--- src/rtl/ps2_key_receiver.sv ---
// PS/2 keyboard receiver: synchronizes the pins, deframes 11-bit frames and decodes E0/F0 prefixes into key events.
// Optional inter-edge timeout is enabled by defining PS2_TIMEOUT_EN.
`default_nettype none

module ps2_key_receiver #(
  parameter int SYNC_STAGES    = 2,
  parameter int TIMEOUT_CYCLES = 5000
) (
  input  logic       clk,
  input  logic       reset,
  input  logic       ps2_clk,
  input  logic       ps2_data,
  output logic       key_valid,
  output logic [7:0] key_code,
  output logic       key_break,
  output logic       key_ext,
  output logic       frame_err,
  output logic       busy
);

  typedef enum logic [1:0] {IDLE, DATA, PARITY, STOP} state_t;

  state_t                 state, state_next;
  logic [SYNC_STAGES-1:0] clk_sync, data_sync;
  logic                   clk_prev;
  logic                   fe, data_bit;
  logic [2:0]             bit_cnt;
  logic [7:0]             shift;
  logic                   parity_bit;
  logic                   brk_pending, ext_pending;
  logic                   frame_good, timeout_hit;

  // Pins idle high, so the synchronizers reset to 1 to avoid a false edge.
  always_ff @(posedge clk) begin
    if (reset) begin
      clk_sync  <= '1;
      data_sync <= '1;
      clk_prev  <= 1'b1;
    end else begin
      clk_sync  <= {clk_sync[SYNC_STAGES-2:0], ps2_clk};
      data_sync <= {data_sync[SYNC_STAGES-2:0], ps2_data};
      clk_prev  <= clk_sync[SYNC_STAGES-1];
    end
  end

  assign fe         = clk_prev & ~clk_sync[SYNC_STAGES-1];
  assign data_bit   = data_sync[SYNC_STAGES-1];
  assign frame_good = (^{shift, parity_bit}) & data_bit;

`ifdef PS2_TIMEOUT_EN
  localparam int TW = $clog2(TIMEOUT_CYCLES + 1);
  logic [TW-1:0] tmo_cnt;

  always_ff @(posedge clk) begin
    if (reset || fe || state == IDLE) tmo_cnt <= '0;
    else                              tmo_cnt <= tmo_cnt + 1'b1;
  end

  // Fires on the TIMEOUT_CYCLES-th clock edge after the last falling edge.
  assign timeout_hit = (state != IDLE) && !fe && (tmo_cnt == TW'(TIMEOUT_CYCLES - 1));
`else
  localparam int unused_timeout_cycles = TIMEOUT_CYCLES;
  assign timeout_hit = 1'b0;
`endif

  always_ff @(posedge clk) begin
    if (reset) state <= IDLE;
    else       state <= state_next;
  end

  always_comb begin
    state_next = state;
    if (timeout_hit) begin
      state_next = IDLE;
    end else if (fe) begin
      case (state)
        IDLE:    if (!data_bit) state_next = DATA;
        DATA:    if (bit_cnt == 3'd7) state_next = PARITY;
        PARITY:  state_next = STOP;
        STOP:    state_next = IDLE;
        default: state_next = IDLE;
      endcase
    end
  end

  always_comb begin
    busy = (state != IDLE);
  end

  always_ff @(posedge clk) begin
    if (reset) begin
      bit_cnt     <= '0;
      shift       <= '0;
      parity_bit  <= 1'b0;
      brk_pending <= 1'b0;
      ext_pending <= 1'b0;
      key_code    <= 8'h00;
      key_break   <= 1'b0;
      key_ext     <= 1'b0;
      key_valid   <= 1'b0;
      frame_err   <= 1'b0;
    end else begin
      // NOTE: pulses default low every cycle; later assignments in this block win, so each lasts exactly one clock.
      key_valid <= 1'b0;
      frame_err <= 1'b0;
      if (timeout_hit) begin
        frame_err   <= 1'b1;
        brk_pending <= 1'b0;
        ext_pending <= 1'b0;
      end else if (fe) begin
        case (state)
          IDLE: if (!data_bit) bit_cnt <= '0;
          DATA: begin
            shift   <= {data_bit, shift[7:1]};
            bit_cnt <= bit_cnt + 3'd1;
          end
          PARITY: parity_bit <= data_bit;
          STOP: begin
            if (frame_good) begin
              if (shift == 8'hE0) begin
                ext_pending <= 1'b1;
              end else if (shift == 8'hF0) begin
                brk_pending <= 1'b1;
              end else begin
                key_code    <= shift;
                key_break   <= brk_pending;
                key_ext     <= ext_pending;
                key_valid   <= 1'b1;
                brk_pending <= 1'b0;
                ext_pending <= 1'b0;
              end
            end else begin
              frame_err   <= 1'b1;
              brk_pending <= 1'b0;
              ext_pending <= 1'b0;
            end
          end
          default: ;
        endcase
      end
    end
  end

endmodule

`default_nettype wire

--- config.mk ---
export PLATFORM = sky130hd
export DESIGN_NAME = ps2_key_receiver
export DESIGN_NICKNAME = d
export VERILOG_FILES = /design/src/rtl/ps2_key_receiver.sv
export SDC_FILE = /design/constraint.sdc
export NUM_CORES = 1
export LEC_CHECK = 0
export BUFFER_PORTS_ARGS = -buffer_cell sky130_fd_sc_hd__buf_2
export CORE_ASPECT_RATIO = 1.2
export CORE_MARGIN = 1
export CORE_UTILIZATION = 51
export DETAILED_ROUTE_END_ITERATION = 7
export HOLD_SLACK_MARGIN = 0.02
export PLACE_DENSITY = 0.74
export SETUP_SLACK_MARGIN = 0.15
export SYNTH_ARGS = -nofsm -noshare
export SYNTH_HDL_FRONTEND = slang
export SYNTH_SLANG_ARGS = --single-unit
--- constraint.sdc ---
create_clock -name clk -period 1.85 [get_ports clk]
set_clock_uncertainty 0.2 [all_clocks]
set_input_delay 0.37 -clock clk [delete_from_list [all_inputs] [get_ports clk]]
set_output_delay 0.37 -clock clk [all_outputs]
set_load 0.02 [all_outputs]
==> qor.csv <==
metric;value;unit
outcome;completed;
antennaDiodeCount;0;
p_per_area;657;nW/um2
setup_viol;0;
final_cells;219;
clk_latency;0.35;ns
timing.critical_path.to_type;flip-flop;
worstSetupPathType;reg2reg;
cts-root-buf;clkbuf_4;
clkSinkCount;33;
dp.cells;200;
yosys.area_share.simple;22.0;%
fmax;547;MHz
path_clk_slew;0.11;ns
portBuffers;16;
hp-class;in2reg;
cts_max_path_buffers;2;
dp_hpwl;1.85;mm
synth-compound-area-share;5.79;%
final_cell_mix;dfxtp_1 (23), nand2b_1 (22), mux2i_1 (20);
area_growth;31.9;%
synthArstFlopShare;0;%
grt_pass1_vias;1044;
yosysSeqAreaShare;43.6;%
cp-start-kind;flip-flop;
drc;0;
power;1.31;mW
drv_cap;0;
grt_max_degree;27;
synth-adder-area-share;4.96;%
p_leak;0.844;nW
finalCriticalPeriod;1.83;ns
drt_iter0_markers;12;
r2r_cells;5;
worstMarginPinSlew;0.304;ns
synth_flop_cell;dfxtp_1;
netlist_instances;148;
cts_tree;done;
synth-xor-area-share;6.94;%
die_y;61.7;um
final-max-slew-violation-count;0;
dpl_cell_area;1670;um2
period_share;98.9;%
vias_per_cell;5.05;
place.gp.congestion;0.792;
finalNetCount;194;
synth_cell_type_count;31;
ys_seq_elements;33;
die_area;3190;um2
min_path_cells;2;
utilization;71.0;%
relSlewSlack;79.7;%
ios;17;
htree_levels;2;
critPathMaxFanout;6;
required;1.93;ns
layout-drive-gt1-share;40.5;%
cts_buffers;5;
peakVddDrop;0.000614;V
fillers;198;
synth_nets;158;
first_pass_iters;4;
rsz0062_at_grt;true;
grt_pass1_wl;4.61;mm
final_common_cell;dfxtp_1;
ys.warnings.count;0;
synth_area;1510;um2
synth_top_family_by_area;simple AND/OR/NAND/NOR gates;
avgSynthCellArea;10.2;um2
detail-route-antenna-nets;0;
fp-row-count;21;
core_area;2810;um2
stdcell_area;2000;um2
post_drt_wl_per_cell;13.5;um
vias;1107;
cp_data_arrival_time;1.90;ns
routed_wl;2.95;mm
grt_antenna_before_repair;0;
synthMuxAreaShare;13.9;%
grtUsageTotal;20.7;%
overflow;0;
start_util;53.8;%
holdWs;0.169;ns
hold_violations;0;
die-width;51.7;um
synth_edf_count;0;
==> Yosys cell counts (2+ instances only) <==
master     count  area (um2)
nand3b_1       2        15.0
o2111ai_1      2        17.5
ha_1           6        75.1
clkbuf_1       4        15.0
dfxtp_1       33         661
or2_2          5        31.3
xnor2_1        3        26.3
nand3_1        2        10.0
nor2b_1        2        12.5
a21oi_1        6        30.0
inv_1          3        11.3
mux2i_1       21         210
nor4_1         2        12.5
a32oi_1        2        17.5
nand2_1        6        22.5
nand2b_1      22         138
nor2_1        13        48.8
==> cell families after synthesis <==
family / after synthesis
adder cells (fa/ha/maj): 6
multiplexers: 21
AND/OR/NAND/NOR: 59
buffers and inverters: 9
AO/OA/AOI/OAI: 13
XOR/XNOR: 7
flip-flops: 33
==> critical path: stages (launching register included) <==
cell and delay, ns:
dfxtp_2 0.37, xor3_2 0.48, o2111ai_4 0.14, mux2i_4 0.20
buf_6 0.17, mux2i_1 0.20
==> registers in the layout (all words and copies together) (netlist names) <==
register and count:
bit_cnt 3, brk_pending 1, clk_prev 1, clk_sync 2, data_sync 2, ext_pending 1, frame_err 1, key_break 1
key_code 8, key_ext 1, key_valid 1, parity_bit 1, shift 8, state 2
==> cell type report <==
class | instances | area (um2) | share of cell area, %
multi-input combinational | 106 | 923 | 46.2
clock buffer | 5 | 37.5 | 1.88
inverter | 3 | 13.8 | 0.689
clock inverter | 3 | 46.3 | 2.32
timing repair buffer | 35 | 253 | 12.7
sequential | 33 | 681 | 34.1
tap | 34 | 42.5 | 2.13
==> per-stage QoR <==
stage	TNS, ns	setup slack (ns)
after floorplan	0	0.0905
after global placement	0	0.0495
after detailed placement	-0.199	-0.0557
after CTS	-0.0148	-0.0143
after global routing	-0.559	-0.0793
final	0	0.0210
==> where the power goes <==
| part | internal, mW | total, mW | leakage, nW | switching (mW) |
|---|---|---|---|---|
| Clock | 0.286 | 0.552 | 0.0414 | 0.267 |
| Combinational | 0.0228 | 0.0453 | 0.530 | 0.0225 |
| Sequential | 0.711 | 0.714 | 0.273 | 0.00388 |
==> layer usage <==
metal  up-vias  track usage, %  routed length, um
met5         -               0                  0
met4         0            16.6                 78
met3         7            5.43                 72
met2        17            37.1               1550
met1       508            20.3               1250
li1        575               -                  -
==> timing repair <==
action	in CTS	in global routing
endpoints found under the setup margin	15	25
cloned	1	0
hold buffers	2	0
hold endpoints to repair	2	0
setup buffers	3	5
pin swaps	5	5
gates resized for setup	25	18
==> path summary, 6_finish.rpt <==
kind,to,slack (ns),from
setup reg to reg,key_code[7],0.02,shift[2]
hold reg to reg,data_sync[1],0.23,data_sync[0]
hold / removal,key_valid,0.17,reset
setup / recovery,key_code[7],0.02,shift[2]
(Power assumes the default switching activity.)
